===== config.mk =====
export PLATFORM = sky130hd
export DESIGN_NAME = mult_controller
export DESIGN_NICKNAME = d
export VERILOG_FILES = /design/src/rtl/mult_controller.sv
export SDC_FILE = /design/constraint.sdc
export NUM_CORES = 1
export LEC_CHECK = 0
export ABC_AREA = 1
export ABC_CLOCK_PERIOD_IN_PS = 1500
export BUFFER_PORTS_ARGS = -buffer_cell sky130_fd_sc_hd__buf_2
export CAP_MARGIN = 5
export CELL_PAD_IN_SITES_DETAIL_PLACEMENT = 1
export CELL_PAD_IN_SITES_GLOBAL_PLACEMENT = 1
export CORE_AREA = 2 2 39 41
export DETAILED_ROUTE_END_ITERATION = 6
export DIE_AREA = 0 0 41 43
export PLACE_DENSITY = 0.74
export SLEW_MARGIN = 20
export SYNTH_ARGS = -nofsm -noshare
export SYNTH_HDL_FRONTEND = slang
export SYNTH_SLANG_ARGS = --single-unit

===== constraint.sdc =====
create_clock -name Clk -period 1.5 [get_ports Clk]
set_input_delay 0.3 -clock Clk [delete_from_list [all_inputs] [get_ports Clk]]
set_output_delay 0.3 -clock Clk [all_outputs]
set_load 0.05 [all_outputs]

===== src/rtl/mult_controller.sv =====
// ---------------------------------------------------------------------------
// mult_controller
//   Sequencing FSM for an 8-bit signed add-shift multiplier. It drives the
//   9-bit add/subtract adder selects, the X/A/B register clears and loads,
//   and the X:A:B arithmetic right shift. A run performs N_BITS
//   add-then-shift iterations. The last iteration subtracts the
//   multiplicand, which gives a correct two's-complement product.
//
// Parameters
//   N_BITS        multiplier width and iteration count (>= 2)
//
// Ports
//   Clk           in   system clock; all state changes occur on the rising edge
//   Reset         in   synchronous, active-high reset
//   Run           in   level start request (already debounced)
//   ClearA_LoadB  in   request, honoured in IDLE only: clear X/A and load B
//   M             in   current multiplier bit (B[0])
//   Clr_XA        out  clear X and A on this edge
//   Ld_B          out  load B from the switches on this edge
//   Ld_XA         out  load adder result into {X,A} on this edge
//   Add           out  adder add select
//   Sub           out  adder subtract select
//   Shift_En      out  arithmetic right shift of X:A:B on this edge
//   Busy          out  high in CLEAR, CALC and SHIFT
//   Done          out  high in HOLD
// ---------------------------------------------------------------------------
module mult_controller #(
  parameter int N_BITS = 8
) (
  input  logic Clk,
  input  logic Reset,
  input  logic Run,
  input  logic ClearA_LoadB,
  input  logic M,
  output logic Clr_XA,
  output logic Ld_B,
  output logic Ld_XA,
  output logic Add,
  output logic Sub,
  output logic Shift_En,
  output logic Busy,
  output logic Done
);

  localparam int CNT_W = (N_BITS > 1) ? $clog2(N_BITS) : 1;
  localparam logic [CNT_W-1:0] CNT_LAST = CNT_W'(N_BITS - 1);

  localparam logic [2:0] ST_IDLE  = 3'd0;
  localparam logic [2:0] ST_CLEAR = 3'd1;
  localparam logic [2:0] ST_CALC  = 3'd2;
  localparam logic [2:0] ST_SHIFT = 3'd3;
  localparam logic [2:0] ST_HOLD  = 3'd4;

  logic [2:0]       state_reg, state_next;
  logic [CNT_W-1:0] cnt_reg, cnt_next;
  logic             last_iter;

  assign last_iter = (cnt_reg == CNT_LAST);

  always_ff @(posedge Clk) begin
    if (Reset) begin
      state_reg <= ST_IDLE;
      cnt_reg   <= '0;
    end else begin
      state_reg <= state_next;
      cnt_reg   <= cnt_next;
    end
  end

  // Next-state and counter logic
  always_comb begin
    state_next = state_reg;
    cnt_next   = cnt_reg;
    case (state_reg)
      ST_IDLE: begin
        if (Run) state_next = ST_CLEAR;
      end
      ST_CLEAR: begin
        cnt_next   = '0;
        state_next = ST_CALC;
      end
      ST_CALC: begin
        state_next = ST_SHIFT;
      end
      ST_SHIFT: begin
        if (last_iter) begin
          state_next = ST_HOLD;
        end else begin
          cnt_next   = cnt_reg + 1'b1;
          state_next = ST_CALC;
        end
      end
      ST_HOLD: begin
        // Leaving only on Run low means a held Run cannot start a second run.
        if (!Run) state_next = ST_IDLE;
      end
      default: begin
        state_next = ST_IDLE;
        cnt_next   = '0;
      end
    endcase
  end

  // Output decode. Shift_En depends on the state alone, so changes on cnt
  // cannot glitch it. Add and Sub are mutually exclusive through last_iter.
  always_comb begin
    Clr_XA   = 1'b0;
    Ld_B     = 1'b0;
    Ld_XA    = 1'b0;
    Add      = 1'b0;
    Sub      = 1'b0;
    Shift_En = 1'b0;
    Busy     = 1'b0;
    Done     = 1'b0;
    case (state_reg)
      ST_IDLE: begin
        // Run takes priority over the clear/load request. A reset edge
        // must not load the datapath either.
        Clr_XA = ClearA_LoadB & ~Run & ~Reset;
        Ld_B   = ClearA_LoadB & ~Run & ~Reset;
      end
      ST_CLEAR: begin
        Clr_XA = 1'b1;
        Busy   = 1'b1;
      end
      ST_CALC: begin
        Ld_XA = M;
        Add   = M & ~last_iter;
        Sub   = M & last_iter;
        Busy  = 1'b1;
      end
      ST_SHIFT: begin
        Shift_En = 1'b1;
        Busy     = 1'b1;
      end
      ST_HOLD: begin
        Done = 1'b1;
      end
      default: begin
        Clr_XA = 1'b0;
      end
    endcase
  end

endmodule


# Yosys cells after proc, flatten, opt, wreduce, memory -nomap -nowiden
# Index checks and enable logic that the tools add are counted.
[totals]
ff_bits = 6
input_bits = 5
output_inout_bits = 8
wordCells = 38
[op_classes]
addsub = 1
eq_ne = 8
muxes = 14
n_bitwise = 8
reduce_logical = 5
[op_table]
columns = ["op", "n"]
rows = [
  ["$pmux 3 s5", 1],
  ["$mux 3", 4],
  ["$mux 1", 7],
  ["$eq 3x2->1 const B", 2],
  ["$eq 3x3->1 const B", 2],
  ["$ne 2x2->1 const B", 3],
  ["$pmux 3 s2", 1],
  ["$reduce_or 3->1", 2],
  ["$and 1x1->1", 4],
  ["$not 1->1", 4],
  ["$reduce_and 2->1", 2],
  ["$add 3x1->3 const B", 1],
  ["$eq 3x1->1 const B", 1],
  ["$logic_not 3->1", 1],
  ["$pmux 1 s2", 1],
]

# Logic depth before layout (Yosys ltp)
# Gate-level depths: netlist (run 1).
[logic_depth]
ltp_word = 4
depth_mapped = 7
depth_no_buf = 6

# Worst setup path after synthesis (run 1)
# No wires, ideal clock.
[synth_timing]
kind = "register -> output"
start = "register cnt_reg[0]"
end = "output Sub"
arrival_time_ns = 1.850
t_required_ns = 1.200
setup_slack_ns = -0.650
stages_incl_launch_ff = 5
path_buffers = 0
path_cell_list = "dfxtp_1 -> ha_1 -> ha_1 -> inv_1 -> nor3_1"
[synth_via]
elab_chain_cells = 3
[synth_rtl]
columns = ["element", "line", "text"]
rows = [
  ["start: declaration", "55", "logic [CNT_W-1:0] cnt_reg, cnt_next;"],
  ["start signal: assignment", "66", "cnt_reg <= cnt_next;"],
  ["$eq 3x3->1", "58", "assign last_iter = (cnt_reg == CNT_LAST);"],
  ["$and 1x1->1", "129", "Sub = M & last_iter;"],
  ["$mux 1", "115", "case (state_reg)"],
  ["end: declaration", "39", "output logic Sub,"],
]
# No other way between the ends.

# Worst setup path in the final report (run 1)
[layout_timing]
start = "register state_reg[0]"
end = "output Clr_XA"
[layout_via]
elab_chain_cells = 2
word_cells_on_any_way = 3
cone_classes = "eq/ne: 1; mux: 1; reduce/logical: 1"
[layout_rtl]
columns = ["element", "line", "text"]
rows = [
  ["start: declaration", "54", "logic [2:0] state_reg, state_next;"],
  ["start signal: assignment", "65", "state_reg <= state_next;"],
  ["$eq 3x1->1 or $logic_not 3->1 (tied branches)", "115", ""],
  ["$pmux 1 s2 *", "115", ""],
  ["end: declaration", "35", "output logic Clr_XA,"],
]
# Mark *: on every way between the ends. The rest lies on a longest branch, timed or not.

==> metrics.csv, run 1 <==
stage,metric,value,unit
power,p_seq_share,34.3,%
synth,synth_compound_area_share,7.669,%
power,switching_share,37.44,%
status,violations,negative setup slack,
route,first_pass_iters,2,
synth,syn_inst,52,
global_route,grt_pass1_vias,467,
synth,synth_edf_count,0,
final_layout,drive_gt1_share,67.95,%
power,pwr-share-comb,35.3,%
sta,drv_slew,0,
placed_design,port_buffers,12,
synth,yosys.cell_types.count,19,
clocking,cts_buffer_depth,2,
worst_setup_path,startpoint_type,flip-flop,
route,antenna_left,0,
route,vias,459,
global_route,grt_pass1_wl,2.277,mm
placed_design,place_area,586.8,um^2
power,vdd_ir_drop_max,0.0003247,V
min_path,hp-class,input port to flip-flop,
power,p_clk_share,30.4,%
placed_design,dp_slack,-0.05076,ns
synth,synthFlopType,dfxtp_1,
die,core,1384,um^2
die,ios,13,
die,start_util,29.48,%
synth,synth_top_family_by_area,simple AND/OR/NAND/NOR gates,
synth,yosysSeqAreaShare,29.45,%
status,status,"finished, violations left",
route,drc_errors,0,
synth,synthMuxAreaShare,0,%
synth,async_reset_ff_share,0,%
global_route,antenna_found_initial,0,
clocking,cts_hold_buf,0,
global_route,grt_usage,20.70,%
sta,period_share,106.3,%
synth,synth-adder-area-share,6.135,%
synth,synth_area_leader_cell,dfxtp_1,
power,p_per_area,706.6,nW/um^2
clocking,h-tree-depth,1,
global_route,grt-ovfl-total,0,
final_layout,area_growth,86.50,%
route,drtIter0Drc,11,
final_layout,nNetsFinal,87,
clocking,cts_buffers,3,
clocking,clk_pin_slew,0.05,ns
worst_setup_path,crit_required,1.20,ns
worst_setup_path,crit_path_end_kind,output pin,
synth,synthXorXnorAreaFrac,0,%
power,internal_power,0.3363,mW
sta,finalWorstSetupSlack,-0.09393,ns
route,avgViaCountPerCell,4.883,
die,die_w,41,um
worst_setup_path,path_max_fanout,4,
synth,yosysMostFrequentCell,nor2_1,
power,p_switching,0.2012,mW
synth,synth_top_area_share,29.45,%
synth,ys_warn_count,0,
clocking,cts_root_buf,clkbuf_4,
synth,netlist_area,407.9,um^2
sta,tightestPinTransition,0.2513,ns
synth,yosys_register_bits,6,
power,p_leak,0.3127,nW
sta,finalSetupViolations,4,
sta,rsz0062_at_grt,true,
sta,final-hold-violation-count,0,
global_route,grt_start_max_net_pins,8,
synth,synth_nets,59,
job,maxCapViolCount,0,
sta,period_minus_slack,1.594,ns
placed_design,dp.final_hpwl,1.030,mm
sta,relSlewSlack,83.23,%
clocking,cts_sinks,6,
synth,yosys-top-cells-count,"nor2_1 (7), dfxtp_1 (6), inv_1 (6)",
final_layout,stdcell_area,760.7,um^2
synth,synth-simple-area-share,46.01,%
route,wl_per_cell,16.77,um
final_layout,diodes,0,
route,wl,1.576,mm
placed_design,place.gp.congestion,0.7473,
die,fp.dieH,43,um
worst_setup_path,critPathKind,flip-flop to output pin,
clocking,cts_tree,built,
clocking,clk_latency,0.26,ns
worst_setup_path,arrival,1.29,ns
synth,synth.area.top_cells,"dfxtp_1 (29%), nor2_1 (6.4%), ha_1 (6.1%)",
sta,clock.fmax,627.4,MHz
die,die_area,1763,um^2
sta,finalClockSkew,0.001338,ns
synth,avgSynthCellArea,7.844,um^2
die,rows,14,
==> final timing paths <==
kind,to,startpoint,slack [ns],depth (start not counted)
setup / recovery,Clr_XA,state_reg[0],-0.09,4
hold / removal,state_reg[2],Reset,0.25,2
setup reg to reg,cnt_reg[1],cnt_reg[1],0.23,6
hold reg to reg,state_reg[0],state_reg[0],0.52,1
==> per-stage QoR <==
stage / hold slack, ns / util [%] / TNS (ns) / power [mW] / std cells
final: 0.2501 / 54.97 / -0.2564 / 0.5375 / 94
after global routing: 0.2585 / 54.97 / -0.4935 / 0.5580 / 94
after CTS: 0.2473 / 53.07 / -0.1152 / 0.5252 / 92
after detailed placement: 0.4954 / 42.41 / -0.07737 / 0.3362 / 87
after global placement: 0.4679 / 42.41 / -0.02289 / 0.3311 / 87
after floorplan: 0.3624 / - / -0.1336 / 0.2918 / 52
==> cell type report <==
class                           instances  area, um^2
Tap cell                               16       20.02
Clock buffer                            3       22.52
Fill cell                             157       623.1
Inverter                                7       33.78
Multi-Input combinational cell         37       337.8
Sequential cell                         6       131.4
Timing Repair Buffer                   25       215.2
==> cell usage in the layout (no fill, tap or decap) <==
cell type  synthesis  final
buf_4              2     11
buf_6              0     10
nor2_4             2      5
nor2_1             7      5
inv_1              6      4
nand2_1            4      4
buf_2              0      4
nand4_1            3      3
nor3_4             1      3
a21oi_1            3      3
nand3_1            4      3
clkbuf_4           0      3
dfxtp_2            0      3
nand2_2            2      2
nor4_1             2      2
ha_4               0      2
dfxtp_4            0      2
nor2_2             2      1
inv_2              0      1
o31ai_4            0      1
inv_6              0      1
inv_4              1      1
nand3_4            0      1
nand4_4            1      1
a21oi_2            1      1
dfxtp_1            6      1
==> power by group through the flow <==
stage | combinational (mW) | sequential [mW] | clock, mW
after floorplan | 0.116 | 0.176 | 0
after global placement | 0.150 | 0.181 | 0
after detailed placement | 0.154 | 0.182 | 0
after CTS | 0.176 | 0.185 | 0.164
after global routing | 0.204 | 0.185 | 0.169
final | 0.190 | 0.184 | 0.164
==> worst max-delay path, stage by stage (launching register included) <==
cell and delay [ns]:
dfxtp_2 0.35, nor2_4 0.12, nand4_1 0.23, o31ai_4 0.14
buf_6 0.20
==> layer usage <==
metal	global-route usage [%]	up-vias	share of wire, %
met3	4.188	4	2.5
met4	12.00	0	1.8
met1	23.55	215	41
met2	33.44	9	54
li1	-	231	-
met5	0	-	0
==> logic make-up (layout without fill, tap and decap cells) <==
group | after synthesis | in the layout
buf+inv | 9 | 35
flops | 6 | 6
fa+ha+maj | 2 | 2
compound gates | 5 | 5
simple gates | 30 | 30
==> timing repair <==
action | 4_1_cts | 5_1_grt
resized for setup | 34 | 3
pin swaps | 6 | 3
endpoints found under the setup margin | 8 | 8
cloned | 0 | 0
setup buffers | 2 | 2
Note: power is estimated with default switching activity, not from simulation.
==> run 2: changes to the inputs <==
--- a/config.mk
+++ b/config.mk
@@ -10,11 +10,10 @@
 export BUFFER_PORTS_ARGS = -buffer_cell sky130_fd_sc_hd__buf_2
 export CAP_MARGIN = 5
 export CELL_PAD_IN_SITES_DETAIL_PLACEMENT = 1
-export CELL_PAD_IN_SITES_GLOBAL_PLACEMENT = 1
-export CORE_AREA = 2 2 39 41
+export CELL_PAD_IN_SITES_GLOBAL_PLACEMENT = 2
+export CORE_UTILIZATION = 25
 export DETAILED_ROUTE_END_ITERATION = 6
-export DIE_AREA = 0 0 41 43
-export PLACE_DENSITY = 0.74
+export PLACE_DENSITY = 0.78
 export SLEW_MARGIN = 20
 export SYNTH_ARGS = -nofsm -noshare
 export SYNTH_HDL_FRONTEND = slang
==> run 2 against run 1 <==
- the flow still finishes with violations (negative setup slack)
- worst hold slack improved by 0.018 ns
- critical endpoint is now Add
- largest power group is now registers
- first-iteration DRC count down 100%
- power fell by 6.1%
- core utilization is 5.8 points lower
- register-to-register slack lost 0.04 ns
- sequential power is essentially flat
==> metrics.csv, run 2 (synthesis gave the netlist of run 1 again) <==
stage,metric,value,unit
sta,period_share,100.3,%
die,die_area,1797,um^2
global_route,grt_usage,16.76,%
final_layout,final_cell_mix,"buf_4 (12), buf_6 (8), nor2_4 (5), nor2_1 (5)",
clocking,h-tree-depth,1,
clocking,clk_latency,0.24,ns
final_layout,diodes,0,
worst_setup_path,path_max_fanout,3,
route,avgViaCountPerCell,4.925,
clocking,cts_buffer_depth,2,
sta,rsz0062_at_grt,true,
sta,relSlewSlack,78.65,%
worst_setup_path,startpoint_type,flip-flop,
placed_design,port_buffers,12,
route,drc_errors,0,
power,vdd_ir_drop_max,0.0003853,V
worst_setup_path,critical_path.slowest_cell,dfxtp_2,
die,start_util,27.08,%
final_layout,area_growth,81.60,%
sta,clock.fmax,664.6,MHz
job,maxCapViolCount,0,
worst_setup_path,path_common_cell,ha_4,
placed_design,dp.cells,86,
worst_setup_path,crit_path_end_kind,output pin,
placed_design,place_area,579.3,um^2
final_layout,nNetsFinal,86,
worst_setup_path,r2r-start,cnt_reg[1],
min_path,min_from,Reset,
placed_design,place.gp.congestion,0.7813,
power,p_leak,0.3027,nW
sta,finalSetupViolations,2,
clocking,cts_buffers,3,
worst_setup_path,r2r_end,state_reg[1],
clocking,clk_pin_slew,0.04,ns
worst_setup_path,r2r_cells,7,
final_layout,final_common_cell,buf_4,
status,violations,negative setup slack,
worst_setup_path,crit_chain,ha_4 > ha_4 > nor3_4 > buf_6,
min_path,hp-class,input port to flip-flop,
clocking,cts_hold_buf,0,
global_route,grt_start_max_net_pins,8,
die,die_w,42.39,um
sta,period_minus_slack,1.505,ns
sta,hold_ws,0.2679,ns
worst_setup_path,max_stage_delay,0.33,ns
sta,final-hold-violation-count,0,
route,wl,1.286,mm
global_route,grt_pass1_wl,2.221,mm
worst_setup_path,reg2reg_setup_slack,0.19,ns
route,routed.top_layer,met4,
sta,finalWorstSetupSlack,-0.004725,ns
sta,drv_slew,0,
min_path,hold_depth,2,
route,antenna_left,0,
die,core,1506,um^2
global_route,grt-ovfl-total,0,
sta,tightestPinTransition,0.3173,ns
worst_setup_path,crit_required,1.20,ns
worst_setup_path,arrival,1.20,ns
die,ios,13,
status,status,"finished, violations left",
placed_design,dp.final_hpwl,912.8,um
placed_design,dp_slack,-0.07522,ns
min_path,min_to,state_reg[2],
sta,finalClockSkew,0.001538,ns
global_route,grt_pass1_vias,510,
die,fp.dieH,42.39,um
route,vias,458,
clocking,cts_tree,built,
die,rows,14,
final_layout,stdcell_area,740.7,um^2
route,drtIter0Drc,0,
route,wl_met1,467,um
route,wl_met2,753,um
final_layout,drive_gt1_share,67.53,%
route,dr_wl_met3,43,um
worst_setup_path,critPathKind,flip-flop to output pin,
power,fin_total_pwr,0.5045,mW
power,p_per_area,681.1,nW/um^2
route,first_pass_iters,1,
clocking,cts_sinks,6,
clocking,cts_root_buf,clkbuf_4,
final_layout,fin_cells,93,
global_route,antenna_found_initial,0,
route,wl_per_cell,13.83,um
==> run 2: cell types whose count changed in the layout (fill, tap and decap cells not counted), sizes merged <==
cell  previous run  this run
buf             25        24
==> run 2: worst max-delay path, delay by kind of cell (launching register included) <==
family	cells	cell delay, ns
adders and majority gates	2	0.33
DFF	1	0.33
buffers and inverters	1	0.18
and+or+nand+nor	1	0.13
==> run 2: worst max path at each step <==
| stage | from | end | slack (ns) | cells past startpoint |
|---|---|---|---|---|
| 2_1_floorplan | cnt_reg[0] | Sub | -0.08 | 4 |
| 3_3_place_gp | cnt_reg[0] | Sub | -0.02 | 5 |
| 3_5_place_dp | cnt_reg[1] | Sub | -0.08 | 5 |
| 4_1_cts | cnt_reg[1] | Sub | -0.03 | 5 |
| 5_1_grt | state_reg[2] | Sub | -0.09 | 4 |
| 6_report | cnt_reg[1] | Add | -0.005 | 4 |
==> run 2: final cells by class <==
type / instances / area (um^2)
well taps: 16 / 20.02
multi-input cells: 37 / 337.8
fillers: 173 / 765.7
inverters: 7 / 31.28
repair buffers: 24 / 200.2
flip-flops and latches: 6 / 128.9
clock buffers: 3 / 22.52
==> run 2: report_power, final <==
part	internal, mW	switching (mW)
logic	0.0706	0.107
registers	0.171	0.0142
clock network	0.0900	0.0513
total	0.332	0.173
==> run 2: timing repair <==
item | 4_1_cts | 5_1_grt
resized for setup | 27 | 6
pin swaps | 5 | 3
cloned | 0 | 0
setup endpoints to repair | 8 | 6
setup buffers | 3 | 1
==> run 2: layer usage <==
| layer | up-vias | track usage (%) |
|---|---|---|
| li1 | 229 | - |
| met2 | 10 | 30.46 |
| met5 | - | 0 |
| met3 | 2 | 4.741 |
| met4 | 0 | 9.375 |
| met1 | 217 | 16.80 |
==> run 2: through the flow <==
stage / setup TNS, ns / util, %
3_3_place_gp: -0.02479 / 38.46
4_1_cts: -0.06349 / 47.09
2_1_floorplan: -0.1336 / -
6_report: -0.009199 / 49.17
5_1_grt: -0.2926 / 49.17
3_5_place_dp: -0.1212 / 38.46
